## config.mk

```make
export PLATFORM = sky130hd
export DESIGN_NAME = spike_event_logger_flat
export DESIGN_NICKNAME = d
export VERILOG_FILES = /design/src/rtl/snn_pkg.sv /design/src/rtl/spike_event_logger_if.sv /design/src/rtl/snn_sync_fifo.sv /design/src/rtl/spike_event_logger.sv /design/src/flat_wrapper.sv
export SDC_FILE = /design/constraint.sdc
export NUM_CORES = 1
export LEC_CHECK = 0
export ABC_AREA = 1
export BUFFER_PORTS_ARGS = -buffer_cell sky130_fd_sc_hd__buf_2
export CAP_MARGIN = 20
export CORE_MARGIN = 4
export CORE_UTILIZATION = 50
export DETAILED_ROUTE_END_ITERATION = 10
export PLACE_DENSITY = 0.8
export SETUP_SLACK_MARGIN = 0.4
export SLEW_MARGIN = 20
export SYNTH_ARGS = -nofsm -noshare
export SYNTH_HDL_FRONTEND = slang
export SYNTH_HIERARCHICAL = 1
export SYNTH_SLANG_ARGS = --single-unit
```

## constraint.sdc

```tcl
create_clock -name clk -period 4.4 [get_ports clk]
set_input_delay 0.66 -clock clk [delete_from_list [all_inputs] [get_ports clk]]
set_output_delay 0.66 -clock clk [all_outputs]
set_load 0.02 [all_outputs]
```

## src/rtl/snn_pkg.sv

```systemverilog
// ---------------------------------------------------------------------------
// snn_pkg
// Shared definitions for the spike network's logging path.
//   NUM_SPIKES_DEF / TS_WIDTH_DEF : default spike-vector and timestamp widths
//   EVT_WIDTH                     : width of one logged event word
//   FIFO_DEPTH_DEF / PRESCALE_DEF : default event storage depth and tick rate
//   event_t                       : event word layout, edges in the MSBs
//   cnt_width()                   : occupancy counter width for a FIFO depth
// ---------------------------------------------------------------------------
package snn_pkg;

  localparam int NUM_SPIKES_DEF = 3;
  localparam int TS_WIDTH_DEF   = 5;
  localparam int EVT_WIDTH      = NUM_SPIKES_DEF + TS_WIDTH_DEF;
  localparam int FIFO_DEPTH_DEF = 8;
  localparam int PRESCALE_DEF   = 16;

  typedef struct packed {
    logic [NUM_SPIKES_DEF-1:0] edges;
    logic [TS_WIDTH_DEF-1:0]   ts;
  } event_t;

  // An occupancy counter must represent 0..depth inclusive.
  function automatic int cnt_width(input int depth);
    return $clog2(depth) + 1;
  endfunction

endpackage

```

## src/rtl/spike_event_logger_if.sv

```systemverilog
// ---------------------------------------------------------------------------
// spike_event_logger_if
// Read-side port of the spike event logger, as seen by the SPI read path.
//   rd_req         : pop request, one word per asserted cycle
//   clear_overflow : clears the sticky overflow flag
//   rd_data        : popped event word {edges, timestamp}
//   rd_valid       : one-cycle pulse, rd_data valid
//   empty/full     : occupancy flags
//   count          : occupancy, 0..FIFO_DEPTH
//   overflow       : sticky, at least one event was dropped
//
// Handshake: a request/response pair with no back-pressure. A rd_req seen
// in cycle N while the logger is non-empty is always accepted and answered
// by rd_valid=1 with rd_data in cycle N+1. A rd_req while empty is simply
// ignored (no rd_valid). rd_data holds its last value between pulses.
//
// Modports: master = the reader, slave = the logger.
// ---------------------------------------------------------------------------
interface spike_event_logger_if
  import snn_pkg::*;
#(
  parameter int NUM_SPIKES = NUM_SPIKES_DEF,
  parameter int TS_WIDTH   = TS_WIDTH_DEF,
  parameter int FIFO_DEPTH = FIFO_DEPTH_DEF
) ();

  localparam int EVT_W = NUM_SPIKES + TS_WIDTH;
  localparam int CNT_W = cnt_width(FIFO_DEPTH);

  logic             rd_req;
  logic             clear_overflow;
  logic [EVT_W-1:0] rd_data;
  logic             rd_valid;
  logic             empty;
  logic             full;
  logic [CNT_W-1:0] count;
  logic             overflow;

  modport master (
    output rd_req,
    output clear_overflow,
    input  rd_data,
    input  rd_valid,
    input  empty,
    input  full,
    input  count,
    input  overflow
  );

  modport slave (
    input  rd_req,
    input  clear_overflow,
    output rd_data,
    output rd_valid,
    output empty,
    output full,
    output count,
    output overflow
  );

endinterface

```

## src/rtl/snn_sync_fifo.sv

```systemverilog
// ---------------------------------------------------------------------------
// snn_sync_fifo
// Single-clock FIFO with a registered read port (1-cycle pop latency).
//   clk, rst_n : clock, asynchronous active-low reset
//   push/wdata : write request and data
//   pop        : read request; ignored while empty
//   rdata      : last popped word, held between pops
//   rvalid     : one-cycle pulse, rdata was updated by a pop
//   count      : occupancy 0..DEPTH
//   full/empty : derived from count
// A push while full is accepted only if a pop is accepted in the same cycle.
// There is no fall-through: a word pushed in cycle N can be popped from N+1.
// DEPTH must be a power of two so the pointers wrap naturally.
// ---------------------------------------------------------------------------
module snn_sync_fifo
  import snn_pkg::*;
#(
  parameter int WIDTH = EVT_WIDTH,
  parameter int DEPTH = FIFO_DEPTH_DEF
) (
  input  logic                        clk,
  input  logic                        rst_n,
  input  logic                        push,
  input  logic [WIDTH-1:0]            wdata,
  input  logic                        pop,
  output logic [WIDTH-1:0]            rdata,
  output logic                        rvalid,
  output logic [cnt_width(DEPTH)-1:0] count,
  output logic                        full,
  output logic                        empty
);

  localparam int AW = (DEPTH > 1) ? $clog2(DEPTH) : 1;
  localparam int CW = cnt_width(DEPTH);

  logic [WIDTH-1:0] mem [DEPTH];
  logic [AW-1:0]    wr_ptr;
  logic [AW-1:0]    rd_ptr;
  logic             push_ok;
  logic             pop_ok;

  assign empty = (count == '0);
  assign full  = (count == CW'(DEPTH));

  // Empty: the pop is dropped, never the push. Full: the push rides on a
  // concurrent pop, so occupancy cannot exceed DEPTH.
  assign pop_ok  = pop && !empty;
  assign push_ok = push && (!full || pop_ok);

  // Storage carries no reset; validity is tracked by count alone.
  always_ff @(posedge clk) begin
    if (push_ok) begin
      mem[wr_ptr] <= wdata;
    end
  end

  // When full with push and pop together, wr_ptr == rd_ptr: the read
  // samples the old (oldest) word before the write lands.
  always_ff @(posedge clk or negedge rst_n) begin
    if (!rst_n) begin
      wr_ptr <= '0;
      rd_ptr <= '0;
      count  <= '0;
      rdata  <= '0;
      rvalid <= 1'b0;
    end else begin
      rvalid <= pop_ok;
      if (push_ok) begin
        wr_ptr <= wr_ptr + 1'b1;
      end
      if (pop_ok) begin
        rd_ptr <= rd_ptr + 1'b1;
        rdata  <= mem[rd_ptr];
      end
      case ({push_ok, pop_ok})
        2'b10:   count <= count + 1'b1;
        2'b01:   count <= count - 1'b1;
        default: count <= count;
      endcase
    end
  end

endmodule

```

## src/rtl/spike_event_logger.sv

```systemverilog
// ---------------------------------------------------------------------------
// spike_event_logger
// Time-stamps rising edges on the neuron network's spike outputs and queues
// them for readout over the SPI read path.
//   clk     : system clock
//   reset   : asynchronous, active-low reset
//   enable  : tick counter runs and events are captured while high
//   spikes  : spike vector, clk-synchronous
//   rd_if   : read port (slave side), see spike_event_logger_if
// Event word = {edges, timestamp}; edges in the MSBs. The timestamp is a
// TS_WIDTH-bit counter advanced once every PRESCALE enabled cycles and
// wrapping silently.
// ---------------------------------------------------------------------------
module spike_event_logger
  import snn_pkg::*;
#(
  parameter int NUM_SPIKES = NUM_SPIKES_DEF,
  parameter int TS_WIDTH   = TS_WIDTH_DEF,
  parameter int FIFO_DEPTH = FIFO_DEPTH_DEF,
  parameter int PRESCALE   = PRESCALE_DEF
) (
  input  logic                  clk,
  input  logic                  reset,
  input  logic                  enable,
  input  logic [NUM_SPIKES-1:0] spikes,
  spike_event_logger_if.slave   rd_if
);

  localparam int EVT_W = NUM_SPIKES + TS_WIDTH;
  localparam int PSC_W = (PRESCALE > 1) ? $clog2(PRESCALE) : 1;

  logic [PSC_W-1:0]      psc;
  logic                  psc_wrap;
  logic [TS_WIDTH-1:0]   ts;
  logic [NUM_SPIKES-1:0] spikes_d;
  logic [NUM_SPIKES-1:0] edges;
  logic                  push;
  logic                  drop;
  logic                  fifo_full;
  logic                  overflow_q;

  // Prescaler and timestamp. Both freeze while enable is low. A push in
  // the same cycle as a tick stores the pre-increment timestamp, which
  // falls out of sampling ts combinationally below.
  assign psc_wrap = (psc == PSC_W'(PRESCALE - 1));

  always_ff @(posedge clk or negedge reset) begin
    if (!reset) begin
      psc <= '0;
      ts  <= '0;
    end else if (enable) begin
      if (psc_wrap) begin
        psc <= '0;
        ts  <= ts + 1'b1;
      end else begin
        psc <= psc + 1'b1;
      end
    end
  end

  // The previous-cycle sample is kept even while disabled, so a line that
  // rose while disabled does not produce a late event on re-enable.
  always_ff @(posedge clk or negedge reset) begin
    if (!reset) begin
      spikes_d <= '0;
    end else begin
      spikes_d <= spikes;
    end
  end

  assign edges = spikes & ~spikes_d;
  assign push  = enable && (|edges);

  // A word is lost only when full and no pop frees a slot this cycle;
  // full implies non-empty, so rd_req alone decides whether the pop happens.
  assign drop = push && fifo_full && !rd_if.rd_req;

  // Setting wins over clearing in the same cycle.
  always_ff @(posedge clk or negedge reset) begin
    if (!reset) begin
      overflow_q <= 1'b0;
    end else if (drop) begin
      overflow_q <= 1'b1;
    end else if (rd_if.clear_overflow) begin
      overflow_q <= 1'b0;
    end
  end

  assign rd_if.overflow = overflow_q;
  assign rd_if.full     = fifo_full;

  snn_sync_fifo #(
    .WIDTH (EVT_W),
    .DEPTH (FIFO_DEPTH)
  ) u_fifo (
    .clk    (clk),
    .rst_n  (reset),
    .push   (push),
    .wdata  ({edges, ts}),
    .pop    (rd_if.rd_req),
    .rdata  (rd_if.rd_data),
    .rvalid (rd_if.rd_valid),
    .count  (rd_if.count),
    .full   (fifo_full),
    .empty  (rd_if.empty)
  );

endmodule

```

## src/flat_wrapper.sv

```systemverilog
// flat-port wrapper written by rule: the top's interface ports become plain ports
module spike_event_logger_flat import snn_pkg::*;
#(
  parameter int NUM_SPIKES = NUM_SPIKES_DEF,
  parameter int TS_WIDTH   = TS_WIDTH_DEF,
  parameter int FIFO_DEPTH = FIFO_DEPTH_DEF,
  parameter int PRESCALE   = PRESCALE_DEF
)
  (clk, reset, enable, spikes, rd_if_rd_req, rd_if_clear_overflow, rd_if_rd_data, rd_if_rd_valid, rd_if_empty, rd_if_full, rd_if_count, rd_if_overflow);
  spike_event_logger_if #(.NUM_SPIKES(NUM_SPIKES), .TS_WIDTH(TS_WIDTH), .FIFO_DEPTH(FIFO_DEPTH)) rd_if_i ();
  input  logic clk;
  input  logic reset;
  input  logic enable;
  input  logic [NUM_SPIKES-1:0] spikes;
  input wire logic [$bits(rd_if_i.rd_req)-1:0] rd_if_rd_req;
  input wire logic [$bits(rd_if_i.clear_overflow)-1:0] rd_if_clear_overflow;
  output wire logic [$bits(rd_if_i.rd_data)-1:0] rd_if_rd_data;
  output wire logic [$bits(rd_if_i.rd_valid)-1:0] rd_if_rd_valid;
  output wire logic [$bits(rd_if_i.empty)-1:0] rd_if_empty;
  output wire logic [$bits(rd_if_i.full)-1:0] rd_if_full;
  output wire logic [$bits(rd_if_i.count)-1:0] rd_if_count;
  output wire logic [$bits(rd_if_i.overflow)-1:0] rd_if_overflow;
  assign rd_if_i.rd_req = rd_if_rd_req;
  assign rd_if_i.clear_overflow = rd_if_clear_overflow;
  assign rd_if_rd_data = rd_if_i.rd_data;
  assign rd_if_rd_valid = rd_if_i.rd_valid;
  assign rd_if_empty = rd_if_i.empty;
  assign rd_if_full = rd_if_i.full;
  assign rd_if_count = rd_if_i.count;
  assign rd_if_overflow = rd_if_i.overflow;
  spike_event_logger #(.NUM_SPIKES(NUM_SPIKES), .TS_WIDTH(TS_WIDTH), .FIFO_DEPTH(FIFO_DEPTH), .PRESCALE(PRESCALE)) u_core (.clk(clk), .reset(reset), .enable(enable), .spikes(spikes), .rd_if(rd_if_i));
endmodule
```

==> results of run 1 <==
worst min path at each step:
stage                                      from                     end  slack [ns]  depth (start not counted)
after floorplan                           reset           u_core/psc[0]        0.36                          0
after global placement    u_core/rd_if.overflow   u_core/rd_if.overflow        0.46                          2
after detailed placement  u_core/rd_if.overflow   u_core/rd_if.overflow        0.47                          2
after CTS                                 reset  u_core/u_fifo/rdata[6]        0.36                          1
after global routing                      reset    u_core/u_fifo/rvalid        0.38                          1
final                                     reset    u_core/u_fifo/rvalid        0.35                          1
metal layers:
layer | global-route usage, % | part of all wire [%] | wire [µm] | vias up
li1 | - | - | - | 1281
met2 | 29.9 | 52 | 4240 | 80
met5 | 0 | 0 | 0 | -
met3 | 6.29 | 6.5 | 531 | 10
met4 | 5.01 | 1.2 | 97 | 0
met1 | 22.1 | 41 | 3320 | 1345
worst register-to-register path, cell delays in order (launching register included):
cell and delay (ns):
dfrtp_1 0.45, nor2_2 0.07, nand2_1 0.10, nand2_2 0.19, nand2_1 0.18, nand2_2 0.14
nor3_1 0.89
through the flow:
| step | area, µm² | setup WS (ns) | utilization [%] | hold WS [ns] | power, mW |
|---|---|---|---|---|---|
| 2_1_floorplan | 4050 | 2.29 | - | 0.364 | 1.95 |
| 3_3_place_gp | 4230 | 2.04 | 54.2 | 0.463 | 2.18 |
| 3_5_place_dp | 4230 | 1.81 | 54.2 | 0.472 | 2.22 |
| 4_1_cts | 4440 | 1.96 | 56.9 | 0.361 | 2.81 |
| 5_1_grt | 4450 | 1.86 | 57.0 | 0.379 | 2.99 |
| 6_report | 4450 | 2.00 | 57.0 | 0.352 | 2.81 |
sequential cells by signal, summed over array words and instances (netlist names), 3 cells and up:
signal	flops
u_core/u_fifo/wr_ptr	3
u_core/spikes_d	3
u_core/u_fifo/count	4
u_core/psc	4
u_core/u_fifo/mem	64
u_core/ts	5
u_core/u_fifo/rd_ptr	3
u_core/u_fifo/rdata	8
power breakdown:
part	leakage [nW]	internal [mW]	switching, mW	total [mW]
sequential	0.975	1.15	0.182	1.33
combinational	0.756	0.293	0.589	0.881
clock	0.112	0.299	0.301	0.600
logic make-up (layout without fill, tap and decap cells):
family / count (synthesis) / count (layout) / synth area share (%)
xor gates and xnor gates: 6 / 6 / 1.30
and+or+nand+nor: 154 / 154 / 16.3
adders and majority gates: 7 / 7 / 2.35
buffers and inverters: 47 / 74 / 4.88
AOI/OAI and AO/OA: 56 / 56 / 7.91
DFF: 96 / 96 / 67.2
cell type report:
cell class	instances	area [µm²]
Tap cell	102	128
Multi-Input combinational cell	223	1140
Inverter	34	128
Timing Repair Buffer	24	123
Fill cell	612	3360
Sequential cell	96	2720
Clock buffer	10	149
Clock inverter	6	63.8
cell usage in the layout, fill, tap and decap left out, types with 4 or more instances in the layout:
master,n
edfxtp_1,64
o21ai_1,16
inv_1,30
buf_2,23
xor2_1,5
o21ai_0,21
nand2_2,4
nor2_1,58
ha_1,6
nand3_1,24
dfrtp_1,32
clkbuf_8,9
nand2_1,59
o211ai_1,16
==> run metrics, run 1 <==
run status=complete, no violations; dominant synthesized flop cell=edfxtp_1; top-count cell post-synth=edfxtp_1; H-tree levels=3; Post-Place Cells=between 400 and 500; Core Area=between 7000 and 8000 µm²; Synth area leader=edfxtp_1; synthesized flop and latch total=96; family with the most delay on the worst path=simple AND/OR/NAND/NOR gates; Antenna diodes=0; Mapped Area=4050 µm²; Syn Area/Cell=approximately 11 µm²; CP Class=reg -> reg; TritonCTS clock tree=done; Lkg Pwr=approximately 1.8 nW; CP max stage cell=nor3_1; Final Skew=~0.010 ns; layout cells sized above 1=13.2%; VDD IR max=roughly 0.32 mV; CTS max path bufs=2; CTS Hold Bufs=0; top-level I/O count=24; Routed WL=8190 µm; latest clock arrival within the worst-skew pair=0.35 ns; Overall Global Routing Usage=17.9%; Worst Path Max Fanout=14; normalized max-slew margin=around 25%; RSZ-0062 raised after global routing=no; DPL Wire Length=roughly 5500 µm; PwrDens=about 630 nW/µm²; Root Buffer Master=clkbuf_8; post-synth top area share=between 40% and 50%; CTS clk-pin slew, worst paths=about 0.090 ns; initial core utilization=between 50% and 60%; final hold viol count=0; achievable frequency=418 MHz; initial antenna violation count=0; vias in the first global route=approximately 2600; Post-Syn Nets=around 380; final non-filler cell total=between 400 and 500; Arrival @ worst endpoint=about 2.4 ns; Worst Setup Start Kind=flip-flop; quantity of I/O buffers inserted on ports=23; FF-to-FF setup slack=approximately 2 ns; DR pass1 iterations=6; Crit. End Element=flip-flop; FF-to-FF End=u_core/u_fifo/mem[7][2]; final period utilization=between 50% and 60%; Iteration-0 DRC Markers=200; number of remaining DRC errors=0; final net count=403; # setup viols final=0; FP Rows=32; max-slew violations=0; synth cell count leaders=edfxtp_1 (64), nand2_1 (59), nor2_1 (58), dfrtp_1 (32), inv_1 (30); RR Startpoint=u_core/u_fifo/count[1]; cts bufs inserted=9; async set or reset register ratio after synthesis=33.3%; Gate Count Post-Synth=~370; Synth area leaders=edfxtp_1 (47%), dfrtp_1 (20%), nand2_1 (5.5%), nor2_1 (5.4%), nand3_1 (3.0%); vias per cell=approximately 5.5; Crit path required time=4.37 ns; antenna-violating nets left=0; CTS sink cnt=between 90 and 100; Final min period=2.40 ns; crit path to=u_core/u_fifo/mem[7][2]; max-cap violations=0; Worst Reg2Reg Path Length in Cells=6; Cell variety after synth=24; Post-synth EDFFs=64; grt ovf=0; die height=roughly 98 µm; die area=between 9000 and 10000 µm²; critical path depth=6; postcts setup bufs=0; Buf/Inv on CP=0; GPL Wtd Cong=between 0.8 and 0.9; PostCTS Resize Cnt=0; setup tns final=0 ns; register area share after synthesis=between 60% and 70%; YS warnings=6; WL per Instance=around 17 µm; die width=~98 µm; CP peak stage delay=0.88 ns; Worst-Margin Slew=1.12 ns; cells along the critical path=nor2_2 > nand2_1 > nand2_2 > nand2_1 > nand2_2 > nor3_1; Area Growth Syn to Fin=9.95%; first-pass GRT wire length=13200 µm; largest net degree at the start of global routing=35; Worst setup startpoint=u_core/u_fifo/count[1]; via count=~2700; worst hold path type=in -> async
Note: power is estimated with default switching activity, not from simulation.
==> run 2: changes to the inputs <==
--- a/config.mk
+++ b/config.mk
@@ -11,7 +11,7 @@
 export CORE_MARGIN = 4
 export CORE_UTILIZATION = 50
 export DETAILED_ROUTE_END_ITERATION = 10
-export PLACE_DENSITY = 0.8
+export PLACE_DENSITY = 0.82
 export SETUP_SLACK_MARGIN = 0.4
 export SLEW_MARGIN = 20
 export SYNTH_ARGS = -nofsm -noshare
==> constraint.sdc (replaced) <==
create_clock -name clk -period 2.2 [get_ports clk]
set_input_delay 0.33 -clock clk [delete_from_list [all_inputs] [get_ports clk]]
set_output_delay 0.33 -clock clk [all_outputs]
set_load 0.02 [all_outputs]
==> run 2 against run 1 <==
Against the previous run:
- wire length is 0.94% higher
- critical path depth is 4 higher
- maximum frequency is 34% higher
- sequential share of layout area is 2.8 points lower
- clock skew is 0.0018 ns higher
- power is 110% higher
- setup slack worse by 1.6 ns
- cell count is 3.8% higher
- flip-flop and latch count stayed put
- via count is 5.4% higher
- utilization is 2.8 points higher
- largest power group unchanged
- highest routed layer unchanged
==> run metrics, run 2 (synthesis gave the netlist of run 1 again) <==
Routed WL=8260 µm (+0.94%); latest clock arrival within the worst-skew pair=0.36 ns (about the same); H-tree levels=3 (unchanged); most frequent cells in the layout=edfxtp_1 (64), nand2_1 (57), nor2_1 (54); Antenna diodes=0 (unchanged); max-cap violations=0 (unchanged); GRT busiest layer=met2; achievable frequency=558 MHz (+34%); Final Skew=0.0119 ns (+0.00177 ns); most used cell, CP=buf_4; TritonCTS clock tree=done; antenna-violating nets left=0 (unchanged); Crit path required time=2.26 ns (-2.11 ns); run status=complete, no violations; flip-flop count of the largest register after layout=64 (unchanged); vias per cell=5.57 (+1.5%); Overall Global Routing Usage=17.4% (-0.45 points); cts bufs inserted=9 (unchanged); Tot Pwr=5.77 mW (+110%); Worst-Margin Slew=0.756 ns (-0.368 ns); Iteration-0 DRC Markers=184 (-8.0%); CP Class=reg -> reg; Filler cells=601 (-1.8%); GPL Wtd Cong=0.821 (-4.7%); RSZ-0062 raised after global routing=yes; most common cell after layout, fill and taps aside=edfxtp_1; Lkg Pwr=1.93 nW (+4.6%); worst hold path type=in -> async; FP Rows=32 (unchanged); CP peak stage delay=0.37 ns (-0.51 ns); met1 usage=21.6% (-0.43 points); initial core utilization=51.9% (unchanged); CP max stage cell=dfrtp_1; Top reg by flops=u_core/u_fifo/mem; Final min period=1.79 ns (-0.604 ns); final period utilization=81.4% (+27 points); CTS sink cnt=96 (unchanged); vias in the first global route=2745 (+3.7%); PwrDens=1240 nW/µm² (+96%); final net count=423 (+5.0%); via count=2862 (+5.4%); Root Buffer Master=clkbuf_8; DPL Wire Length=5210 µm (-5.2%); met2 global-route usage=29.0% (-0.94 points); max-slew violations=0 (unchanged); CTS Hold Bufs=0 (unchanged); final hold viol count=0 (unchanged); die height=98.0 µm (unchanged); biggest regs=u_core/u_fifo/mem: 64 flops, u_core/u_fifo/rdata: 8 flops, u_core/ts: 5 flops; initial antenna violation count=0 (unchanged); Crit. End Element=flip-flop; design area=4670 µm² (+4.9%); top-level I/O count=24 (unchanged); die width=98.0 µm (unchanged); Core Area=7810 µm² (unchanged); met3 Track Usage GR=3.50% (-2.8 points); die area=9600 µm² (unchanged); Arrival @ worst endpoint=1.85 ns (-0.51 ns); first-pass GRT wire length=13100 µm (-1.1%); Buf/Inv on CP=5 (+5); CTS clk-pin slew, worst paths=0.09 ns (about the same); largest net degree at the start of global routing=35 (unchanged); layout cells sized above 1=20.6% (+7.4 points); normalized max-slew margin=49.6% (+25 points); number of remaining DRC errors=0 (unchanged); Worst Setup Start Kind=flip-flop; quantity of I/O buffers inserted on ports=23 (unchanged); Worst Path Max Fanout=8 (-6); # setup viols final=0 (unchanged); area of the multi-input gates=1220 µm² (+7.1%); CTS max path bufs=2 (unchanged); DR pass1 iterations=4 (-2); Post-DP Area=4310 µm² (+2.0%); cells along the critical path=inv_1 > nand2_1 > nand3_2 > nand2_1 > inv_2 > buf_4 > buf_4 > nand2_2 > nor3_1 > buf_4; register area=2730 µm² (about the same); WL per Instance=16.1 µm (-2.8%); setup tns final=0 ns (unchanged); Area Growth Syn to Fin=15.4%; VDD IR max=0.642 mV (+100%); family with the most delay on the worst path=buffers and inverters; grt ovf=0 (unchanged)
-- run 2: cell count changes in the layout (fill, tap and decap cells not counted), moves of 3 or more --
cell,change
inv_1,-4
nand3_2,+3
nand3_1,-3
nor2_1,-4
buf_4,+19
-- run 2: worst reg2reg max path, stage by stage, from the launching register on --
cell and delay, ns:
dfrtp_1 0.37, inv_1 0.05, nand2_1 0.07, nand3_2 0.09, nand2_1 0.06, inv_2 0.09, buf_4 0.11, buf_4 0.10
nand2_2 0.11, nor3_1 0.22, buf_4 0.22
-- run 2: power breakdown --
part           switching [mW]  internal (mW)
clock network           0.561          0.515
registers               0.230           2.30
logic                    1.41          0.758
-- run 2: area by class of cell --
cell class,instances,share of cell area [%]
sequential,96,58.3
inverter,34,2.89
timing repair buffer,44,6.11
clock inverter,4,0.991
multi-input combinational,223,26.1
tap,102,2.73
clock buffer,11,2.81
-- run 2: metrics by stage --
step	std cells	setup WS (ns)	util, %	hold slack (ns)
floorplan	366	0.217	-	0.0344
global placement	488	0.294	55.2	0.425
detailed placement	488	0.218	55.2	0.452
CTS	510	0.373	58.5	0.0596
global route	514	0.314	59.8	0.0759
finish	514	0.409	59.8	0.0369
-- run 2: timing repair --
item	CTS	global route
buffers inserted	7	4
endpoints found under the setup margin	10	35
pin swaps	1	5
gates resized for setup	5	15
-- run 2: per-layer routing --
| metal | part of all wire (%) | vias to the layer above |
|---|---|---|
| met2 | 50 | 106 |
| met5 | 0 | - |
| met3 | 6.0 | 30 |
| met4 | 3.2 | 0 |
| met1 | 41 | 1398 |
| li1 | - | 1328 |
-- run 2: final timing paths --
| kind | startpoint | endpoint | slack [ns] | cells after the start |
|---|---|---|---|---|
| max in group asynchronous | reset | u_core/u_fifo/count[1] | 1.64 | 1 |
| min in group clk | spikes[2] | u_core/spikes_d[2] | 0.09 | 1 |
| min | reset | u_core/u_fifo/rd_ptr[1] | 0.04 | 1 |
| min reg2reg | u_core/rd_if.overflow | u_core/rd_if.overflow | 0.49 | 2 |
| max reg2reg | u_core/spikes_d[2] | u_core/u_fifo/mem[3][7] | 0.41 | 10 |
| max | u_core/spikes_d[2] | u_core/u_fifo/mem[3][7] | 0.41 | 10 |
